[config.mk]
export PLATFORM = sky130hd
export DESIGN_NAME = alu_uart_sequencer
export DESIGN_NICKNAME = d
export VERILOG_FILES = /design/src/rtl/alu_uart_pkg.sv /design/src/rtl/byte_timeout_counter.sv /design/src/rtl/alu_uart_sequencer.sv
export SDC_FILE = /design/constraint.sdc
export NUM_CORES = 1
export LEC_CHECK = 0
export CELL_PAD_IN_SITES_DETAIL_PLACEMENT = 1
export CELL_PAD_IN_SITES_GLOBAL_PLACEMENT = 1
export CORE_UTILIZATION = 39
export CTS_BUF_LIST = sky130_fd_sc_hd__clkbuf_8
export CTS_CLUSTER_DIAMETER = 150
export DETAILED_ROUTE_END_ITERATION = 12
export GPL_ROUTABILITY_DRIVEN = 0
export PLACE_DENSITY_LB_ADDON = 0.1
export RECOVER_POWER = 100
export SETUP_SLACK_MARGIN = 0.02
export SYNTH_ARGS = -nofsm -noshare
export SYNTH_HDL_FRONTEND = slang
export SYNTH_HIERARCHICAL = 1
export SYNTH_SLANG_ARGS = --single-unit
[constraint.sdc]
create_clock -name i_clk -period 2.95 [get_ports i_clk]
set_input_delay 0.59 -clock i_clk [delete_from_list [all_inputs] [get_ports i_clk]]
set_output_delay 0.59 -clock i_clk [all_outputs]
set_load 0.1 [all_outputs]
[src/rtl/alu_uart_pkg.sv]
// alu_uart_pkg: shared widths, sequencer state encoding and ALU opcodes
package alu_uart_pkg;
  localparam int DATA_W_DEF = 8;
  localparam int OP_W_DEF = 6;
  typedef enum logic [2:0] {
    S_IDLE    = 3'd0,
    S_GET_B   = 3'd1,
    S_GET_OP  = 3'd2,
    S_EXEC    = 3'd3,
    S_SEND    = 3'd4,
    S_WAIT_TX = 3'd5
  } state_t;
  localparam logic [5:0] OP_ADD = 6'b100000;
  localparam logic [5:0] OP_SUB = 6'b100010;
  localparam logic [5:0] OP_AND = 6'b100100;
  localparam logic [5:0] OP_OR  = 6'b100101;
  localparam logic [5:0] OP_XOR = 6'b100110;
  localparam logic [5:0] OP_SRA = 6'b000011;
  localparam logic [5:0] OP_SRL = 6'b000010;
  localparam logic [5:0] OP_NOR = 6'b100111;
endpackage

[src/rtl/byte_timeout_counter.sv]
// byte_timeout_counter: counts idle cycles between bytes, flags the last allowed one
module byte_timeout_counter #(
  parameter int TIMEOUT_W   = 20,
  parameter int TIMEOUT_CYC = 500000
) (
  input  logic i_clk,
  input  logic i_reset,
  input  logic i_clear,
  input  logic i_enable,
  output logic o_expired
);
  logic [TIMEOUT_W-1:0] r_cnt;
  always_ff @(posedge i_clk)
    r_cnt <= (i_reset || i_clear) ? '0 : i_enable ? r_cnt + 1'b1 : r_cnt;
  assign o_expired = i_enable && (r_cnt == TIMEOUT_W'(TIMEOUT_CYC - 1));
endmodule

[src/rtl/alu_uart_sequencer.sv]
// alu_uart_sequencer: gathers A/B/opcode bytes from the UART, runs the ALU, sends the result
import alu_uart_pkg::*;
module alu_uart_sequencer #(
  parameter int DATA_W      = DATA_W_DEF,
  parameter int OP_W        = OP_W_DEF,
  parameter int TIMEOUT_W   = 20,
  parameter int TIMEOUT_CYC = 500000
) (
  input  logic              i_clk,
  input  logic              i_reset,
  input  logic              i_rx_done,
  input  logic [DATA_W-1:0] i_rx_data,
  output logic [DATA_W-1:0] o_alu_a,
  output logic [DATA_W-1:0] o_alu_b,
  output logic [OP_W-1:0]   o_alu_op,
  input  logic [DATA_W-1:0] i_alu_result,
  output logic              o_tx_start,
  output logic [DATA_W-1:0] o_tx_data,
  input  logic              i_tx_done,
  output logic              o_busy,
  output logic              o_err_timeout,
  output logic              o_overrun
);
  state_t r_state, w_next;
  logic [DATA_W-1:0] r_alu_a, r_alu_b, r_tx_data;
  logic [OP_W-1:0] r_alu_op;
  logic r_tx_start, r_err_timeout, r_overrun;
  logic w_collect, w_expired, w_timeout, w_drop;
  logic w_ld_a, w_ld_b, w_ld_op, w_ld_tx;

  assign w_collect = (r_state == S_GET_B) || (r_state == S_GET_OP);
  assign w_timeout = w_collect && w_expired && !i_rx_done;

  byte_timeout_counter #(.TIMEOUT_W(TIMEOUT_W), .TIMEOUT_CYC(TIMEOUT_CYC)) u_timeout (
    .i_clk     (i_clk),
    .i_reset   (i_reset),
    .i_clear   (!w_collect || i_rx_done || w_timeout),
    .i_enable  (w_collect),
    .o_expired (w_expired)
  );

  always_ff @(posedge i_clk)
    r_state <= i_reset ? S_IDLE : w_next;

  always_comb begin
    w_next = r_state;
    case (r_state)
      S_IDLE:    w_next = i_rx_done ? S_GET_B : S_IDLE;
      S_GET_B:   w_next = i_rx_done ? S_GET_OP : w_timeout ? S_IDLE : S_GET_B;
      S_GET_OP:  w_next = i_rx_done ? S_EXEC : w_timeout ? S_IDLE : S_GET_OP;
      S_EXEC:    w_next = S_SEND;
      S_SEND:    w_next = S_WAIT_TX;
      S_WAIT_TX: w_next = i_tx_done ? S_IDLE : S_WAIT_TX;
      default:   w_next = S_IDLE;
    endcase
  end

  always_comb begin
    w_ld_a  = i_rx_done && (r_state == S_IDLE);
    w_ld_b  = i_rx_done && (r_state == S_GET_B);
    w_ld_op = i_rx_done && (r_state == S_GET_OP);
    w_ld_tx = (r_state == S_EXEC);
    w_drop  = i_rx_done && (r_state == S_EXEC || r_state == S_SEND || r_state == S_WAIT_TX);
  end

  always_ff @(posedge i_clk) begin
    if (i_reset) begin
      r_alu_a       <= '0;
      r_alu_b       <= '0;
      r_alu_op      <= '0;
      r_tx_data     <= '0;
      r_tx_start    <= 1'b0;
      r_err_timeout <= 1'b0;
      r_overrun     <= 1'b0;
    end else begin
      if (w_ld_a) r_alu_a <= i_rx_data;
      if (w_ld_b) r_alu_b <= i_rx_data;
      if (w_ld_op) r_alu_op <= i_rx_data[OP_W-1:0];
      if (w_ld_tx) r_tx_data <= i_alu_result;
      r_tx_start    <= w_ld_tx;
      r_err_timeout <= w_timeout;
      r_overrun     <= w_drop;
    end
  end

  assign o_alu_a       = r_alu_a;
  assign o_alu_b       = r_alu_b;
  assign o_alu_op      = r_alu_op;
  assign o_tx_data     = r_tx_data;
  assign o_tx_start    = r_tx_start;
  assign o_err_timeout = r_err_timeout;
  assign o_overrun     = r_overrun;
  assign o_busy        = (r_state != S_IDLE);
endmodule

Word level (Yosys, flattened, before mapping)
Index checks and enable logic that the tools add are counted.

Input port bits: 20. Logic and storage cells: 40. Register bits after elaboration: 56. Output and inout port bits: 34.

$add $sub $neg: 1. Muxes and demuxes: 7. Reductions and logical operators: 17. Equality and inequality tests: 6.

Operators by type and width (number): $add 20x1->20 const B (1); $eq 20x19->1 const B (1); $pmux 3 s6 (1); $logic_and 1x1->1 (7); $eq 3x2->1 const B (2); $eq 3x3->1 const B (2); $logic_or 1x1->1 (6); $mux 2 (3); $eq 3x1->1 const B (1); $logic_not 3->1 (1); $mux 3 (1); $reduce_bool 3->1 (1); $logic_not 1->1 (2); $mux 1 (2).

Depth between registers and ports, before layout
Depth in word-level cells: 8. Mapped depth: 12. Mapped depth without buffers: 9.

Modules after synthesis
The synthesis kept the hierarchy.

By module, submodules not included: alu_uart_sequencer (times used 1, area an instance 1396.3 µm², sequential area each 720.7 µm², cells each 141); byte_timeout_counter (times used 1, area an instance 940.9 µm², sequential area each 400.4 µm², cells each 109).

Least setup slack after synthesis
Ideal clock, no wire load.

Kind: reg-to-reg. Start: register r_state[0]. End: register u_timeout.r_cnt[0]. Slack: 0.493 ns. Clock period less this slack: 2.457 ns. Required time: 2.822 ns. Arrival time: 2.330 ns. Buffers on the path: 4. Setup time: 0.128 ns. Cell stages (with the launch flop): 13. Cell sequence: dfxtp_1 -> buf_2 -> nand2b_1 -> a21oi_1 -> buf_2 -> and4_1 -> nand4_1 -> nor3_1 -> nand2b_1 -> or2_2 -> clkbuf_1 -> clkbuf_1 -> nor2_1.

Cells in the longest elaborated chain, start to end: 7. Elaborated cells between the ends (all ways): 10. Those cells by class: eq/ne: 2; reduce/logical: 8.

Ends and longest elaborated chain: from (decl) (RTL line alu_uart_sequencer.sv:24) `state_t r_state, w_next;`; from (signal assigned) (RTL line alu_uart_sequencer.sv:43) `r_state <= i_reset ? S_IDLE : w_next;`; $eq 3x1->1 or $eq 3x2->1 (tied branches) (RTL line alu_uart_sequencer.sv:31) `assign w_collect = (r_state == S_GET_B) || (r_state == S_GET_OP);`; $logic_or 1x1->1 (*) (RTL line alu_uart_sequencer.sv:31); named net w_collect (RTL line alu_uart_sequencer.sv:28) `logic w_collect, w_expired, w_timeout, w_drop;`; $logic_and 1x1->1 (*) (RTL line byte_timeout_counter.sv:15) `assign o_expired = i_enable && (r_cnt == TIMEOUT_W'(TIMEOUT_CYC - 1));`; named net w_expired (RTL line alu_uart_sequencer.sv:28); $logic_and 1x1->1 (*) (2 in a row) (RTL line alu_uart_sequencer.sv:32) `assign w_timeout = w_collect && w_expired && !i_rx_done;`; $logic_or 1x1->1 (*) (RTL line alu_uart_sequencer.sv:37) `.i_clear (!w_collect || i_rx_done || w_timeout),`; $logic_or 1x1->1 (*) (RTL line byte_timeout_counter.sv:14) `r_cnt <= (i_reset || i_clear) ? '0 : i_enable ? r_cnt + 1'b1 : r_cnt;`; to (signal assigned) (RTL line byte_timeout_counter.sv:14); to (decl) (RTL line byte_timeout_counter.sv:12) `logic [TIMEOUT_W-1:0] r_cnt;`.

The timed path passes the listed nets; every way through them passes the cells marked *. A chain may end at the register's enable or synchronous reset.

Final worst setup path
Start: input port i_rx_done. End: register r_alu_a[4], in the netlist o_alu_a[4].

Cells in the longest elaborated chain, start to end: 1.

Ends and longest elaborated chain: from (decl) (RTL line alu_uart_sequencer.sv:11) `input logic i_rx_done,`; $logic_and 1x1->1 (RTL line alu_uart_sequencer.sv:59) `w_ld_a = i_rx_done && (r_state == S_IDLE);`; to (signal assigned) (RTL line alu_uart_sequencer.sv:76) `if (w_ld_a) r_alu_a <= i_rx_data;`; to (decl) (RTL line alu_uart_sequencer.sv:25) `logic [DATA_W-1:0] r_alu_a, r_alu_b, r_tx_data;`.

Every way passes these cells.

==> impl_metrics.json <==
{
  "final_common_cell": "dfxtp_1",
  "drtPass1Iterations": 4,
  "filler_cell_count": 676,
  "cts-buffers-inserted": 5,
  "grtUsageTotal_pct": 18.0,
  "netlist_instances": 250,
  "avgSynthCellArea_sq_um": 9.35,
  "critPathBufInv": 1,
  "post-route-util_pct": 49.4,
  "crit_required_ns": 3.19,
  "path_cells": "dlygate4sd3_1, nor4b_1, nand2_1, a21oi_1",
  "r2r_cells": 10,
  "cts_resized": 0,
  "path_class": "input pin to register",
  "htreeDepth": 2,
  "dr_wl_met2_mm": 2.39,
  "design.die.area_sq_um": 6310,
  "final_max_slew_viol_count": 9,
  "min_from": "o_alu_a[1]$_SDFFE_PP0P_",
  "status": "complete, but fails checks",
  "irDropWorstVdd_v": 0.000306,
  "ys_warn_count": 6,
  "fin_setup_tns_ns": 0,
  "timing.final.hold_violations": 0,
  "p_seq_share_pct": 50.5,
  "critPathMaxStageDelay_ns": 1.29,
  "wl_met3_microns": 211,
  "r2r-start": "r_state[0]$_SDFF_PP0_",
  "clockPowerShare_pct": 33.4,
  "p_sw_mw": 0.446,
  "critical_path.max_fanout": 8,
  "antenna_cells": 0,
  "drive_gt1_share_pct": 5.70,
  "cp_slowest_cell": "nor4b_1",
  "violations": "max-capacitance violations, max-slew violations",
  "end_kind": "register",
  "die_x_microns": 79.4,
  "crit_family": "simple AND/OR/NAND/NOR gates",
  "fin_crit_sh_pct": 90.4,
  "wl_per_cell_microns": 14.2,
  "final_cell_mix": "56 x dfxtp_1, 39 x nor2_1, 34 x clkbuf_1",
  "cts.sinks": 56,
  "r2r_end": "u_timeout/r_cnt[3]$_SDFFE_PP0P_",
  "die-height_microns": 79.4,
  "synth-seq-area-share_pct": 48.0,
  "hold_path.class": "register to register",
  "slew_headroom_pct": -7.49,
  "synth.distinct_cells": 40,
  "drcViolationCount": 0,
  "ant_nets": 0,
  "yosysTopAreaCell": "dfxtp_1",
  "num_rows": 27,
  "clockBufferDepth": 2,
  "drt_iter0_markers": 66,
  "yosys.area.top_type_share_pct": 48.0,
  "rsz0062_at_grt": "no",
  "grt-ovfl-total": 0,
  "coreArea_sq_um": 5640,
  "grt_max_degree": 37,
  "p_sw_share_pct": 28.6,
  "synth_edf_count": 0,
  "initial_core_util_pct": 41.4,
  "wirelength_mm": 5.27,
  "leakagePower_nw": 0.992,
  "hold_depth": 2,
  "combPwrFrac_pct": 16.1,
  "dpl_worst_slack_ns": 0.477,
  "grt_first_pass_wirelength_mm": 8.90,
  "holdBufCountCts": 0,
  "routed_via_density": 5.08,
  "cts.clk_slew.worst_paths_ns": 0.10,
  "root_buffer": "clkbuf_8",
  "finClkSkew_ns": 0.00909,
  "cellPowerDensity_nw_per_um2": 560,
  "async_flop_share_pct": 0,
  "min_period_ns": 2.67,
  "clk-insertion-delay-late_ns": 0.31,
  "tritoncts": "yes",
  "dp.final_hpwl_mm": 3.73,
  "antenna_found_initial": 0,
  "highest_layer": "met4",
  "cp-start-kind": "input pin",
  "crit_path_start": "i_rx_done",
  "final_net_count": 318,
  "grt_pass1_vias": 1821,
  "whs_endpoint": "o_alu_a[1]$_SDFFE_PP0P_",
  "fmax_mhz": 375,
  "synthToLayoutAreaGrowth_pct": 19.3,
  "m1WireLength_mm": 2.61,
  "crit_arrival_ns": 2.91,
  "r2r_slack_ns": 0.47,
  "vias": 1879,
  "report.final.setup_viol": 0,
  "io_buffers": 53,
  "p_int_mw": 1.11,
  "synth_area_leaders": "dfxtp_1 48%, mux2i_1 9.9%, nor2_1 6.3%, nand2_1 3.5%, xnor2_1 3.4%",
  "worst_pin_slew_ns": 1.59,
  "drv_cap": 1,
  "layout_setup_ws_ns": 0.284,
  "io_pins": 54,
  "yosys_most_used_dff": "dfxtp_1",
  "syn_area_sq_um": 2340,
  "ys_ff_latch": 56,
  "post_cts_buffers": 0,
  "synth_nets": 271
}
## worst max-delay path by stage
stage | to | slack [ns] | cells past startpoint
after floorplan | u_timeout/r_cnt[0]$_SDFFE_PP0P_ | 0.49 | 12
after CTS | u_timeout/r_cnt[4]$_SDFFE_PP0P_ | 0.42 | 10
after global placement | u_timeout/r_cnt[5]$_SDFFE_PP0P_ | 0.53 | 10
final | o_alu_a[4]$_SDFFE_PP0P_ | 0.28 | 4
after global routing | o_alu_a[4]$_SDFFE_PP0P_ | 0.17 | 4
after detailed placement | u_timeout/r_cnt[6]$_SDFFE_PP0P_ | 0.48 | 10
## power by group through the flow
stage / Combinational (mW) / Sequential, mW / Clock [mW]
floorplan: 0.0947 / 0.913 / 0
global placement: 0.269 / 0.806 / 0
detailed placement: 0.271 / 0.807 / 0
CTS: 0.272 / 0.790 / 0.543
global route: 0.266 / 0.792 / 0.572
finish: 0.252 / 0.788 / 0.520
## logic make-up (layout without fill, tap and decap cells)
logic type,after synthesis,after routing,share of synthesized area (%)
and+or+nand+nor,109,109,25.1
DFF,56,56,48.0
AOI/OAI and AO/OA,27,27,6.85
muxes,23,23,9.85
buffers and inverters,20,68,4.50
xor gates and xnor gates,14,14,5.25
adders and majority gates,1,1,0.535
## cells in the mapped netlist, types with 3 or more instances
cell,number
dfxtp_1,56
nor2_1,39
mux2i_1,23
nand2_1,22
a21oi_1,15
nand4_1,9
xnor2_1,9
or3_1,7
clkbuf_1,6
nor4_1,6
buf_2,5
nor3_1,5
xor2_1,5
nand2b_1,4
o21ai_0,4
inv_1,3
nand3_1,3
## routing by layer
layer	up-vias	GRT usage (%)
met5	-	0
li1	960	-
met3	7	4.34
met1	877	23.9
met2	35	28.8
met4	0	5.45
## registers in the layout, indices dropped and copies added, names as in the netlist
name             cells
o_overrun            1
o_alu_b              8
o_alu_op             6
u_timeout/r_cnt     20
o_tx_data            8
o_tx_start           1
r_state              3
o_err_timeout        1
o_alu_a              8
## metrics by stage
stage / hold WS [ns] / total power, mW / std cells / area [sq um]
2_1_floorplan: 0.459 / 1.01 / 250 / 2340
3_3_place_gp: 0.444 / 1.07 / 362 / 2810
4_1_cts: 0.468 / 1.60 / 370 / 2930
3_5_place_dp: 0.453 / 1.08 / 362 / 2810
6_report: 0.463 / 1.56 / 370 / 2790
5_1_grt: 0.497 / 1.63 / 370 / 2790
## worst reg2reg max path, cell delays in order (launching register included)
cell	delay [ns]
dfxtp_1	0.53
nand2b_1	0.14
a21oi_1	0.16
buf_4	0.17
and4_1	0.22
nand4_1	0.09
nor3_1	0.43
nand2b_1	0.17
or2_2	0.13
buf_4	0.24
nor2_1	0.09
## final cells by class
class,count,area [sq um],area share (%)
Multi-Input combinational cell,174,1100,39.3
Tap cell,72,90.1,3.23
Sequential cell,56,1120,40.2
Timing Repair Buffer,57,348,12.5
Inverter,3,11.3,0.404
Clock buffer,6,82.6,2.96
Clock inverter,2,38.8,1.39
(Power assumes the default switching activity.)
